===== config.mk =====
export PLATFORM = sky130hd
export DESIGN_NAME = axi_stream_slave
export DESIGN_NICKNAME = d
export VERILOG_FILES = /design/src/rtl/axi_stream_slave.sv
export SDC_FILE = /design/constraint.sdc
export NUM_CORES = 1
export LEC_CHECK = 0
export ABC_AREA = 1
export BUFFER_PORTS_ARGS = -buffer_cell sky130_fd_sc_hd__buf_2
export CAP_MARGIN = 20
export CORE_MARGIN = 4
export CORE_UTILIZATION = 50
export CTS_CLUSTER_SIZE = 30
export DETAILED_ROUTE_END_ITERATION = 7
export MAX_ROUTING_LAYER = met4
export PLACE_DENSITY = 0.71
export SLEW_MARGIN = 15
export SYNTH_ARGS = -nofsm -noshare
export SYNTH_HDL_FRONTEND = slang
export SYNTH_SLANG_ARGS = --single-unit
export TNS_END_PERCENT = 20

===== constraint.sdc =====
create_clock -name clk -period 2 [get_ports clk]
set_input_delay 0.4 -clock clk [delete_from_list [all_inputs] [get_ports clk]]
set_output_delay 0.4 -clock clk [all_outputs]
set_load 0.02 [all_outputs]

===== src/rtl/axi_stream_slave.sv =====
// axi_stream_slave: burst-bus responder in front of a small register memory.
// One address handshake starts a burst; BURST_LEN read beats stream out or
// BURST_LEN write beats stream in, the latter closed by a single OKAY response.
// A combinational debug port exposes any memory entry at any time.
module axi_stream_slave #(
   parameter int ADDR_W    = 3,
   parameter int DATA_W    = 4,
   parameter int BURST_LEN = 8
) (
   input  logic              clk,
   input  logic              rst,
   input  logic              ar_valid,
   input  logic [ADDR_W-1:0] ar_addr,
   output logic              ar_ready,
   output logic              r_valid,
   output logic [DATA_W-1:0] r_data,
   output logic              r_last,
   input  logic              r_ready,
   input  logic              aw_valid,
   input  logic [ADDR_W-1:0] aw_addr,
   output logic              aw_ready,
   input  logic              w_valid,
   input  logic [DATA_W-1:0] w_data,
   output logic              w_ready,
   output logic              b_valid,
   output logic [1:0]        b_resp,
   input  logic              b_ready,
   input  logic [ADDR_W-1:0] dbg_addr,
   output logic [DATA_W-1:0] dbg_data,
   output logic              busy
);

   localparam int DEPTH = 2 ** ADDR_W;
   localparam int CNT_W = $clog2(BURST_LEN + 1);
   localparam logic [CNT_W-1:0] LAST_CNT = CNT_W'(BURST_LEN - 1);

   localparam logic [1:0] IDLE    = 2'd0;
   localparam logic [1:0] RD_DATA = 2'd1;
   localparam logic [1:0] WR_DATA = 2'd2;
   localparam logic [1:0] WR_RESP = 2'd3;

   logic [1:0]        state_q, state_d;
   logic [ADDR_W-1:0] ptr_q, ptr_d;
   logic [CNT_W-1:0]  cnt_q, cnt_d;
   logic [DATA_W-1:0] mem_q [DEPTH];
   logic              mem_we;

   // Output decode: every handshake signal is a pure function of the state,
   // except aw_ready which yields to a concurrent read request in IDLE.
   always_comb begin
      ar_ready = (state_q == IDLE);
      aw_ready = (state_q == IDLE) && !ar_valid;
      r_valid  = (state_q == RD_DATA);
      r_last   = (state_q == RD_DATA) && (cnt_q == LAST_CNT);
      w_ready  = (state_q == WR_DATA);
      b_valid  = (state_q == WR_RESP);
      b_resp   = 2'b00;
      busy     = (state_q != IDLE);
      r_data   = mem_q[ptr_q];
      dbg_data = mem_q[dbg_addr];
   end

   // Next-state logic: burst sequencing, pointer wrap and beat counting.
   always_comb begin
      state_d = state_q;
      ptr_d   = ptr_q;
      cnt_d   = cnt_q;
      mem_we  = 1'b0;
      case (state_q)
         IDLE: begin
            if (ar_valid) begin
               ptr_d   = ar_addr;
               cnt_d   = '0;
               state_d = RD_DATA;
            end else if (aw_valid) begin
               ptr_d   = aw_addr;
               cnt_d   = '0;
               state_d = WR_DATA;
            end
         end
         RD_DATA: begin
            if (r_ready) begin
               ptr_d = ptr_q + ADDR_W'(1);
               cnt_d = cnt_q + CNT_W'(1);
               if (cnt_q == LAST_CNT) state_d = IDLE;
            end
         end
         WR_DATA: begin
            if (w_valid) begin
               mem_we = 1'b1;
               ptr_d  = ptr_q + ADDR_W'(1);
               cnt_d  = cnt_q + CNT_W'(1);
               if (cnt_q == LAST_CNT) state_d = WR_RESP;
            end
         end
         WR_RESP: begin
            if (b_ready) state_d = IDLE;
         end
         default: state_d = IDLE;
      endcase
   end

   // Control registers; reset aborts any burst without a response.
   always_ff @(posedge clk or posedge rst) begin
      if (rst) begin
         state_q <= IDLE;
         ptr_q   <= '0;
         cnt_q   <= '0;
      end else begin
         state_q <= state_d;
         ptr_q   <= ptr_d;
         cnt_q   <= cnt_d;
      end
   end

   // Register memory; cleared by reset so partial write bursts leave no trace.
   always_ff @(posedge clk or posedge rst) begin
      if (rst) begin
         for (int i = 0; i < DEPTH; i++) mem_q[i] <= '0;
      end else if (mem_we) begin
         mem_q[ptr_q] <= w_data;
      end
   end

endmodule


After elaboration in Yosys (flattened, before gate mapping)
Cells that the tools add are included.
Widths: inputs -> output; s select.

operators by class
  add/sub/neg operators = 2
  order comparisons = 3
  eq/ne operators = 10
  mux-type cells = 29
  bitwise operators = 2
  reduce and logical (&&, ||, !) cells = 9

operator list
  cell                 number
  $mux 4               9
  $bwmux 32            1
  $bmux 4 s3           2
  $mux 2               7
  $demux 4 s3          1
  $mux 3               4
  $pmux 4 s3           1
  $pmux 3 s3           1
  $ge 4x4->1 const B   2
  $ne 2x1->1 const B   4
  $not 3->4            2
  $pmux 2 s4           1
  $reduce_and 6->1     1
  $add 4x1->4 const B  1
  $eq 2x2->1 const B   2
  $eq 4x3->1 const B   1
  $lt 4x1->1 const B   1
  $reduce_and 4->1     1
  $add 3x1->3 const B  1
  $logic_and 1x1->1    3
  $ne 3x2->1 const B   1
  $reduce_bool 3->1    1
  $eq 2x1->1 const B   1
  $logic_not 2->1      1
  other kinds (4)      5

word-level totals
  register bits after elaboration = 41
  input port bits = 20
  output and inout bits = 17
  word-level logic and storage cells = 66

Longest topological paths before layout
Gate-level depths: netlist of run 1.

  word-level depth = 6
  gate-level depth with buffers = 8
  depth with buffers taken out = 8

Least setup slack after synthesis of run 1
No wires, ideal clock.

  kind = reg-to-output
  from = register state_q[0]
  to = output aw_ready
  arrival = 1.293 ns
  required time = 1.600 ns
  path slack = 0.307 ns
  stages on the path, launching flop included = 5
  buffers on the path = 0
  cell sequence = dfrtp_1 inv_1 ha_1 inv_1 nor2_1

between the ends
  word-level cells in the longest chain between the ends = 2

ends and longest elaborated chain
  item                      RTL line  RTL
  start: declaration        42        logic [1:0] state_q, state_d;
  start signal: assignment  110       state_q <= state_d;
  $logic_not 2->1           n/a
  net ar_ready              14        output logic ar_ready,
  $logic_and 1x1->1         52        aw_ready = (state_q == IDLE) && !ar_valid;
  end: declaration          21        output logic aw_ready,

The timed path passes the listed nets, and every way through them passes these cells.

Final worst setup path of run 1
  from = register ptr_q[1]
  to = output r_data[3]

between the ends
  word-level cells in the longest chain between the ends = 4

ends and longest elaborated chain
  item                                        RTL line  RTL
  start: declaration                          43        logic [ADDR_W-1:0] ptr_q, ptr_d;
  start signal: assignment                    111       ptr_q <= ptr_d;
  $not 3->4 (implied by the code)             59        r_data = mem_q[ptr_q];
  $bmux 4 s3                                  59
  $mux 4 (implied by the code) (2 in series)  59
  end: declaration                            16        output logic [DATA_W-1:0] r_data,

Every way passes these cells. The select of a mux whose other input is x is not followed.

==> summary.md, run 1 <==
| Metric | Value |
|---|---|
| Status | completed |
| Worst min path class | in2async |
| Min cycle time layout | 1.92 ns |
| Pwr dens | 1430 mW/mm² |
| FMAX | 521 MHz |
| Synth async-reset ratio | 100% |
| CP Buf/Inv Count | 1 |
| Via count | 2213 |
| Share of cells above drive strength 1 | 16.5% |
| Crit path DAT | 1.52 ns |
| Vias in the first global route | 2115 |
| Pint | 2.17 mW |
| Drt total wl | 5600 µm |
| Grt ovf | 0 |
| CTS tree | done |
| Antenna Cells | 0 |
| Post-synth EDFFs | 0 |
| FF-to-FF setup slack | 0.29 ns |
| List of most frequent post-synthesis cells | nand2_1, dfrtp_1, inv_1 |
| WL per Instance | 12.8 µm |
| Critical path peak fanout | 6 |
| IR Drop Worst-Case VDD | 1050 µV |
| Largest net degree at the start of global routing | 42 |
| Number of buffers inserted by post-CTS setup repair | 0 |
| CTS buffer count | 5 |
| Iter 0 DRT Violations | 188 |
| Die X-Extent | 78.3 µm |
| P&R area growth vs syn | 13.2% |
| Critical path startpoint | ptr_q[1] |
| R2R Path Start | state_q[0] |
| Largest family of logic cells by synthesized area | simple AND/OR/NAND/NOR gates |
| CTS max path bufs | 2 |
| Compound-Gate Fraction of Synth Area | 19.1% |
| Most frequent cell after synthesis | nand2_1 |
| First-pass GRT wire length | 9720 µm |
| Post-route ant nets | 0 |
| Worst reg-to-reg path cell count | 7 |
| Total clock sinks | 41 |
| Post-Synth Simple-Gate Area | 26.0% |
| Post-Layout Inst Area | 0.00280 mm² |
| Crit path kind | reg2out |
| LEAKAGE | 1.44 nW |
| CP top delay family | flip-flops |
| Switching part of the total power | 45.8% |
| Post-synthesis mux area share | 0% |
| Die Y | 78.3 µm |
| Cells after synthesis | 335 |
| RSZ-0062 raised after global routing | false |
| Post-CTS Resized | 0 |
| Synthesis Warnings | 0 |
| XOR/XNOR Fraction of Synth Area | 0.355% |
| Logic pwr share | 48.1% |
| Main area contributors after synthesis | dfrtp_1, nand2_1, o211ai_1, o21ai_0, inv_1 |
| CP Capture Type | primary output |
| Inst Count DP | 428 |
| Crit-path slowest cell | dfrtp_1 |
| Switching Power | 1.83 mW |
| Worst r2r dst | mem_q[29] |
| Final count of negative-setup-slack endpoints | 0 |
| Count of non-filler cells in the finished layout | 436 |
| CP required | 1.60 ns |
| Worst Setup Start Kind | flop |
| Final Cycle Share | 96.0% |
| Max_cap viols | 0 |
| Num rows | 25 |
| Flops & latches, synth | 41 |
| Mapped cell area | 0.00247 mm² |
| # hold bufs at CTS | 0 |
| Io pins | 37 |
| Synth top area share | 41.6% |
| Clk_lat worst skew | 0.29 ns |
| Sequential share of the synthesized area | 41.6% |
| Filler instances | 464 |
| Clock share of power | 14.8% |
| Detailed Routing Iterations Pass 1 | 5 |
| Max-slew headroom | 65.4% |
| Post-Synth Adder-Cell Area | 4.05% |
| Starting density of the core | 51.9% |
| Yosys top cell by area | dfrtp_1 |
| Final hold vios | 0 |
| Die area | 0.00613 mm² |
| Dominant synthesized flop cell | dfrtp_1 |
| Hpwl dp | 4190 µm |
| Least-Margin Pin Slew | 0.519 ns |
| Skew final | 0.00437 ns |
| Initial antenna violation count | 0 |
| Gp weighted congestion | 0.820 |
| Clock root cell | clkbuf_8 |
| Synth unique cells | 22 |
| Post-Synthesis Mean Instance Area | 7.37 µm² |
| IO Port Bufs | 34 |
| Post-DP Area | 0.00269 mm² |
| CP peak stage delay | 0.47 ns |
| Clock transition at path regs | 0.08 ns |
| Cells along the critical path | nor2_2 -> o211ai_1 -> nand4_1 -> buf_2 |
| Core ar. | 0.00475 mm² |
| # nets final | 396 |
| H-tree Lvls | 2 |
| Avg Vias per Cell | 5.08 |
| Sequential share of power | 37.1% |
| GRT Overall Usage | 20.5% |
| DRC | 0 |
| Final Max Tran Viols | 0 |
| Setup TNS | 0 ns |
[registers in the layout, indices dropped and copies added, names as in the netlist]
signal   cells
state_q      2
ptr_q        3
mem_q       32
cnt_q        4
[worst reg2reg max path, delay by kind of cell, from the launching register on]
family,cells,cell delay (ns)
fa+ha+maj,1,0.27
flops,1,0.44
simple gates,4,0.66
compound gates,1,0.07
buf+inv,1,0.14
[stage by stage]
stage / util [%] / power [mW] / hold WS, ns / setup WS (ns)
4_1_cts: 58.8 / 4.04 / 0.248 / 0.0718
3_3_place_gp: 56.7 / 3.39 / 0.469 / 0.271
6_report: 58.8 / 4.00 / 0.225 / 0.0806
5_1_grt: 58.8 / 4.39 / 0.289 / 0.00362
2_1_floorplan: - / 2.89 / 0.453 / 0.307
3_5_place_dp: 56.7 / 3.43 / 0.479 / 0.239
[worst max path at each step]
stage / endpoint / slack, ns / cells past startpoint
finish: r_data[3] / 0.08 / 4
global route: r_data[1] / 0.004 / 5
CTS: r_data[3] / 0.07 / 4
detailed placement: dbg_data[2] / 0.24 / 7
global placement: dbg_data[2] / 0.27 / 7
floorplan: aw_ready / 0.31 / 4
[final cells by class]
class                      count  area (µm²)  share of cell area [%]
timing repair buffer          36         198                    7.07
inverter                      42         158                    5.64
clock inverter                 1        5.00                   0.179
clock buffer                   7        96.3                    3.45
sequential                    41        1030                    36.7
multi-input combinational    242        1230                    44.0
tap                           67        83.8                    3.00
[cell families after synthesis]
group	count (synthesis)
other	1
AND/OR/NAND/NOR	149
XOR/XNOR	1
adder cells (fa/ha/maj)	8
buffers and inverters	53
AO/OA/AOI/OAI	82
flip-flops	41
[cell usage in the layout, fill, tap and decap left out, types with 6 or more instances in the layout]
cell	instances
nand2_1	118
dfrtp_1	41
inv_1	38
o21ai_0	35
buf_2	34
o211ai_1	24
o21ai_1	13
a21oi_1	9
ha_1	8
nand3_1	7
nand2_2	7
clkbuf_8	7
nand4_1	6
[routing by layer]
metal / vias up / part of all wire (%) / GRT usage, %
li1: 1154 / - / -
met1: 989 / 46 / 25.7
met2: 64 / 47 / 33.6
met3: 6 / 6.1 / 3.67
met4: 0 / 1.4 / 6.82
met5: - / 0 / -
[power groups by stage]
stage | clock network (mW) | logic (mW) | registers, mW
detailed placement | 0 | 1.93 | 1.50
global placement | 0 | 1.90 | 1.49
global route | 0.659 | 2.19 | 1.54
CTS | 0.614 | 1.94 | 1.48
floorplan | 0 | 1.50 | 1.39
finish | 0.593 | 1.93 | 1.49
Note: power is estimated with default switching activity, not from simulation.
==> inputs of run 2 (changes only) <==
--- a/config.mk
+++ b/config.mk
@@ -8,6 +8,7 @@
 export ABC_AREA = 1
 export BUFFER_PORTS_ARGS = -buffer_cell sky130_fd_sc_hd__buf_2
 export CAP_MARGIN = 20
+export CORE_ASPECT_RATIO = 0.7
 export CORE_MARGIN = 4
 export CORE_UTILIZATION = 50
 export CTS_CLUSTER_SIZE = 30
==> run 2 against run 1 <==
Non-clock buffer count is 1 higher. Combinational power is 2% higher. Clock power is 15% lower. Sequential power hardly changed. Via count is 1.3% higher. Clock-buffer cell count is 2 lower. First-iteration DRC count is 12% lower. Final cell count is 0.23% higher. Critical path type unchanged. Highest routed layer unchanged.
==> summary.md, run 2 (synthesis results as in run 1) <==
| Metric | Value |
|---|---|
| Pwr dens | 1430 mW/mm² (about the same) |
| DRC | 0 (unchanged) |
| Share of cells above drive strength 1 | 16.8% (was 16.5%) |
| Skew final | 0.00524 ns (was 0.00437 ns) |
| Worst Setup Start Kind | flop (unchanged) |
| Setup TNS | 0 ns (unchanged) |
| Post-DP Area | 0.00269 mm² (about the same) |
| CTS buffer count | 5 (unchanged) |
| Worst min path class | in2async (unchanged) |
| Num rows | 21 (was 25) |
| Post-route ant nets | 0 (unchanged) |
| Min cycle time layout | 1.85 ns (was 1.92 ns) |
| Fin Hold WS | 0.218 ns (was 0.225 ns) |
| Iter 0 DRT Violations | 165 (was 188) |
| Finished Core Util | 58.0% (was 58.8%) |
| Crit path kind | reg2out (unchanged) |
| Via count | 2242 (was 2213) |
| Core ar. | 0.00478 mm² (was 0.00475 mm²) |
| CTS max path bufs | 2 (unchanged) |
| Max-slew headroom | 65.9% (was 65.4%) |
| Clock root cell | clkbuf_8 (unchanged) |
| CTS tree | done (unchanged) |
| Vias in the first global route | 2088 (was 2115) |
| Detailed Routing Iterations Pass 1 | 4 (was 5) |
| Max_cap viols | 0 (unchanged) |
| Clock transition at path regs | 0.08 ns (about the same) |
| Largest regs | mem_q: 32 flops, cnt_q: 4 flops, ptr_q: 3 flops (unchanged) |
| Number of buffers inserted by post-CTS setup repair | 0 (unchanged) |
| Post-CTS Resized | 0 (unchanged) |
| LEAKAGE | 1.42 nW (was 1.44 nW) |
| Critical path peak fanout | 6 (unchanged) |
| IO Port Bufs | 34 (unchanged) |
| Total clock sinks | 41 (unchanged) |
| Initial antenna violation count | 0 (unchanged) |
| Most common cell after layout, fill and taps aside | nand2_1 (unchanged) |
| First-pass GRT wire length | 10100 µm (was 9720 µm) |
| Final Max Tran Viols | 0 (unchanged) |
| Avg Vias per Cell | 5.13 (was 5.08) |
| Largest net degree at the start of global routing | 42 (unchanged) |
| Final hold vios | 0 (unchanged) |
| Least-Margin Pin Slew | 0.511 ns (was 0.519 ns) |
| Die area | 0.00614 mm² (was 0.00613 mm²) |
| Io pins | 37 (unchanged) |
| Die X-Extent | 92.0 µm (was 78.3 µm) |
| Die Y | 66.8 µm (was 78.3 µm) |
| Crit path DAT | 1.45 ns (was 1.52 ns) |
| WL per Instance | 13.5 µm (was 12.8 µm) |
| FMAX | 542 MHz (was 521 MHz) |
| IR Drop Worst-Case VDD | 522 µV (was 1050 µV) |
| Hpwl dp | 4550 µm (was 4190 µm) |
| Post-Layout Inst Area | 0.00277 mm² (was 0.00280 mm²) |
| Tot Pwr | 3.96 mW (was 4.00 mW) |
| Worst Slack Setup Final | 0.154 ns (was 0.0806 ns) |
| Dpl ws | 0.262 ns (was 0.239 ns) |
| Starting density of the core | 51.6% (was 51.9%) |
| Gp weighted congestion | 0.943 (was 0.820) |
| Biggest register | mem_q (unchanged) |
| CP Capture Type | primary output (unchanged) |
| H-tree Lvls | 2 (unchanged) |
| Max reg flops | 32 (unchanged) |
| Drt total wl | 5890 µm (was 5600 µm) |
| Antenna Cells | 0 (unchanged) |
| Count of non-filler cells in the finished layout | 437 (was 436) |
| P&R area growth vs syn | 12.3% (was 13.2%) |
| RSZ-0062 raised after global routing | false (unchanged) |
| # hold bufs at CTS | 0 (unchanged) |
| Worst reg-to-reg path cell count | 7 (unchanged) |
| Inst Count DP | 431 (was 428) |
| CP required | 1.60 ns (about the same) |
| Grt ovf | 0 (unchanged) |
| # nets final | 397 (was 396) |
| Final Cycle Share | 92.3% (was 96.0%) |
| Status | completed (unchanged) |
| Most frequent cells in the layout | nand2_1, dfrtp_1, inv_1, o21ai_0, buf_2 (unchanged) |
| Filler instances | 484 (was 464) |
| Final count of negative-setup-slack endpoints | 0 (unchanged) |
| GRT Overall Usage | 21.7% (was 20.5%) |
| Clk_lat worst skew | 0.29 ns (about the same) |
==> run 2: final timing paths <==
kind | slack (ns) | end | startpoint
min in group clk | 0.47 | ptr_q[1] | aw_addr[1]
max reg2reg | 0.36 | mem_q[29] | state_q[0]
min reg2reg | 0.50 | mem_q[27] | mem_q[27]
min | 0.22 | mem_q[18] | rst
max | 0.15 | r_data[2] | ptr_q[1]
max in group asynchronous | 1.40 | ptr_q[2] | rst
==> run 2: critical path, cell delays in order, from the launching register on <==
cell	delay (ns)
dfrtp_2	0.47
inv_2	0.07
nor2_4	0.20
o211ai_1	0.12
nand4_1	0.13
buf_2	0.18
==> run 2: metal layers <==
metal,GRT usage [%],share of wire (%),vias to the layer above
li1,-,-,1153
met1,30.6,50,1026
met2,32.1,43,55
met3,4.18,5.4,8
met4,5.93,0.95,0
met5,-,0,-
==> run 2: area by class of cell <==
class | instances | area [µm²] | share of cell area, %
repair buffers | 37 | 193 | 6.95
well taps | 69 | 86.3 | 3.11
clock inverters | 1 | 5.00 | 0.181
clock buffers | 5 | 68.8 | 2.48
flip-flops and latches | 41 | 1030 | 37.1
multi-input cells | 242 | 1230 | 44.5
inverters | 42 | 158 | 5.69
==> run 2: report_power, final <==
part	internal (mW)	total [mW]	switching [mW]
registers	1.17	1.48	0.309
logic	0.684	1.97	1.29
clock network	0.230	0.504	0.274
total	2.09	3.96	1.87
==> inputs of run 3 (changes only) <==
--- a/config.mk
+++ b/config.mk
@@ -6,15 +6,14 @@
 export NUM_CORES = 1
 export LEC_CHECK = 0
 export ABC_AREA = 1
-export BUFFER_PORTS_ARGS = -buffer_cell sky130_fd_sc_hd__buf_2
 export CAP_MARGIN = 20
 export CORE_ASPECT_RATIO = 0.7
 export CORE_MARGIN = 4
 export CORE_UTILIZATION = 50
 export CTS_CLUSTER_SIZE = 30
 export DETAILED_ROUTE_END_ITERATION = 7
+export DONT_BUFFER_PORTS = 1
 export MAX_ROUTING_LAYER = met4
-export PLACE_DENSITY = 0.71
 export SLEW_MARGIN = 15
 export SYNTH_ARGS = -nofsm -noshare
 export SYNTH_HDL_FRONTEND = slang
==> run 3 against run 2 <==
Clock power up 18%. Utilization down 2.6 points. Hold slack worse by 0.11 ns. Via count down 5.2%. First-iteration DRC count down 25%. Clock-buffer cell count up 2. Critical path type unchanged.
==> summary.md, run 3 (synthesis results as in run 1) <==
| Metric | Value |
|---|---|
| Status | completed (unchanged) |
| GRT Overall Usage | 20.8% (was 21.7%) |
| Core ar. | 0.00478 mm² (unchanged) |
| Clock share of power | 15.4% (was 12.7%) |
| Total clock sinks | 41 (unchanged) |
| Switching part of the total power | 46.3% (was 47.3%) |
| Filler instances | 476 (was 484) |
| R2R Path Start | state_q[0] (unchanged) |
| Worst Setup Start Kind | flop (unchanged) |
| Critical path peak fanout | 5 (was 6) |
| Logic pwr share | 47.4% (was 49.9%) |
| Drt total wl | 5890 µm (about the same) |
| Hpwl dp | 4380 µm (was 4550 µm) |
| H-tree Lvls | 2 (unchanged) |
| Switching Power | 1.80 mW (was 1.87 mW) |
| Worst path depth | 4 (was 5) |
| Pwr dens | 1470 mW/mm² (was 1430 mW/mm²) |
| Detailed Routing Iterations Pass 1 | 4 (unchanged) |
| Starting density of the core | 51.6% (unchanged) |
| Worst path most repeated cell | inv_1 |
| Sequential share of power | 37.3% (was 37.4%) |
| IO Port Bufs | 0 (was 34) |
| CTS max path bufs | 2 (unchanged) |
| Clk_lat worst skew | 0.29 ns (about the same) |
| Die X-Extent | 92.0 µm (unchanged) |
| Vias in the first global route | 1874 (was 2088) |
| Biggest register | mem_q (unchanged) |
| Iter 0 DRT Violations | 123 (was 165) |
| P&R area growth vs syn | 7.25% (was 12.3%) |
| Antenna Cells | 0 (unchanged) |
| CP Buf/Inv Count | 2 (unchanged) |
| Clock transition at path regs | 0.08 ns (about the same) |
| WL per Instance | 14.5 µm (was 13.5 µm) |
| Gp weighted congestion | 0.847 (was 0.943) |
| # nets final | 365 (was 397) |
| Most frequent cells in the layout | nand2_1, dfrtp_1, inv_1, o21ai_0, o211ai_1 (was nand2_1, dfrtp_1, inv_1, o21ai_0, buf_2) |
| Grt ovf | 0 (unchanged) |
| Crit path kind | reg2out (unchanged) |
| # hold bufs at CTS | 0 (unchanged) |
| Io pins | 37 (unchanged) |
| Setup TNS | 0 ns (unchanged) |
| Min cycle time layout | 1.89 ns (was 1.85 ns) |
| Max reg flops | 32 (unchanged) |
| Die area | 0.00614 mm² (unchanged) |
| DRC | 0 (unchanged) |
| FMAX | 529 MHz (was 542 MHz) |
| IR Drop Worst-Case VDD | 742 µV (was 522 µV) |
| CTS tree | done (unchanged) |
| Largest net degree at the start of global routing | 42 (unchanged) |
| Max-slew headroom | 65.9% (about the same) |
| RSZ-0062 raised after global routing | false (unchanged) |
| Share of cells above drive strength 1 | 10.1% (was 16.8%) |
| Worst reg-to-reg path cell count | 7 (unchanged) |
| Die Y | 66.8 µm (unchanged) |
| FF-to-FF setup slack | 0.37 ns (was 0.36 ns) |
| Clock root cell | clkbuf_8 (unchanged) |
| Initial antenna violation count | 0 (unchanged) |
| Most common cell after layout, fill and taps aside | nand2_1 (unchanged) |
| Crit path DAT | 1.49 ns (was 1.45 ns) |
| Skew final | 0.00479 ns (was 0.00524 ns) |
| Via count | 2125 (was 2242) |
| CP Capture Type | primary output (unchanged) |
| Max_cap viols | 0 (unchanged) |
| Worst min path class | in2async (unchanged) |
| LEAKAGE | 1.30 nW (was 1.42 nW) |
| Final hold vios | 0 (unchanged) |
| Final Cycle Share | 94.5% (was 92.3%) |
| Post-route ant nets | 0 (unchanged) |
| Largest regs | mem_q: 32 flops, cnt_q: 4 flops, ptr_q: 3 flops (unchanged) |
| CTS buffer count | 5 (unchanged) |
| Crit-path slowest cell | dfrtp_1 (was dfrtp_2) |
| Least-Margin Pin Slew | 0.512 ns (was 0.511 ns) |
| First-pass GRT wire length | 9620 µm (was 10100 µm) |
| Worst r2r dst | cnt_q[1] (was mem_q[29]) |
| Pint | 2.08 mW (was 2.09 mW) |
| Final count of negative-setup-slack endpoints | 0 (unchanged) |
| Tot Pwr | 3.88 mW (was 3.96 mW) |
| Cells along the critical path | inv_1 -> ha_2 -> inv_1 -> nor2_2 (was inv_2 -> nor2_4 -> o211ai_1 -> nand4_1 -> buf_2) |
| CP top delay family | flip-flops (unchanged) |
| Num rows | 21 (unchanged) |
| CP required | 1.60 ns (about the same) |
| CP peak stage delay | 0.44 ns (was 0.47 ns) |
| Avg Vias per Cell | 5.22 (was 5.13) |
| Final Max Tran Viols | 0 (unchanged) |
run 3: changes by cell type in the layout (fill, tap and decap cells not counted), sizes merged:
cell	before	now
buf	37	5
clkbuf	5	7
run 3: final cells by class:
cell class | instances | area, µm² | share of cell area, %
multi-input combinational | 242 | 1240 | 46.8
sequential | 41 | 1030 | 38.8
inverter | 42 | 158 | 5.95
clock buffer | 7 | 96.3 | 3.64
tap | 69 | 86.3 | 3.26
timing repair buffer | 5 | 37.5 | 1.42
clock inverter | 1 | 5.00 | 0.189
run 3: metal layers:
metal | part of all wire (%) | GRT usage, % | routed length [µm] | vias up
met1 | 54 | 32.4 | 3160 | 997
met2 | 43 | 27.7 | 2510 | 34
met3 | 3.5 | 4.40 | 206 | 4
li1 | - | - | - | 1090
met5 | 0 | - | 0 | -
met4 | 0.27 | 3.33 | 16 | 0
run 3: timing repair:
action | 4_1_cts | 5_1_grt
hold endpoints to repair | 0 | 0
buffers inserted | 0 | 0
gates resized for setup | 1 | 3
endpoints found under the setup margin | 1 | 2
run 3: how the worst max path moves through the flow:
stage                           from  slack (ns)        end
after floorplan           state_q[0]        0.31   aw_ready
after global placement    state_q[0]        0.36   aw_ready
after detailed placement  state_q[0]        0.32   aw_ready
after CTS                 state_q[1]        0.03     r_last
after global routing        ptr_q[1]        0.01  r_data[2]
final                     state_q[1]        0.11     r_last
run 3: metrics by stage:
step / hold slack [ns] / area, µm² / utilization [%] / worst slack (ns) / instances
final: 0.113 / 2650 / 55.4 / 0.110 / 407
after global routing: 0.176 / 2650 / 55.4 / 0.0128 / 407
after CTS: 0.132 / 2640 / 55.2 / 0.0288 / 407
after detailed placement: 0.452 / 2540 / 53.0 / 0.325 / 399
after global placement: 0.450 / 2540 / 53.0 / 0.358 / 399
after floorplan: 0.453 / 2470 / - / 0.307 / 336
run 3: worst register-to-register path, delay by kind of cell, from the launching register on:
| kind | cells | cell delay, ns |
|---|---|---|
| fa+ha+maj | 1 | 0.22 |
| buf+inv | 2 | 0.28 |
| flops | 1 | 0.43 |
| simple gates | 4 | 0.60 |
run 3: power by group through the flow:
stage	combinational, mW	clock (mW)	sequential [mW]
3_5_place_dp	1.83	0	1.46
6_report	1.84	0.596	1.44
4_1_cts	1.84	0.606	1.44
3_3_place_gp	1.80	0	1.45
5_1_grt	2.09	0.650	1.50
2_1_floorplan	1.50	0	1.39
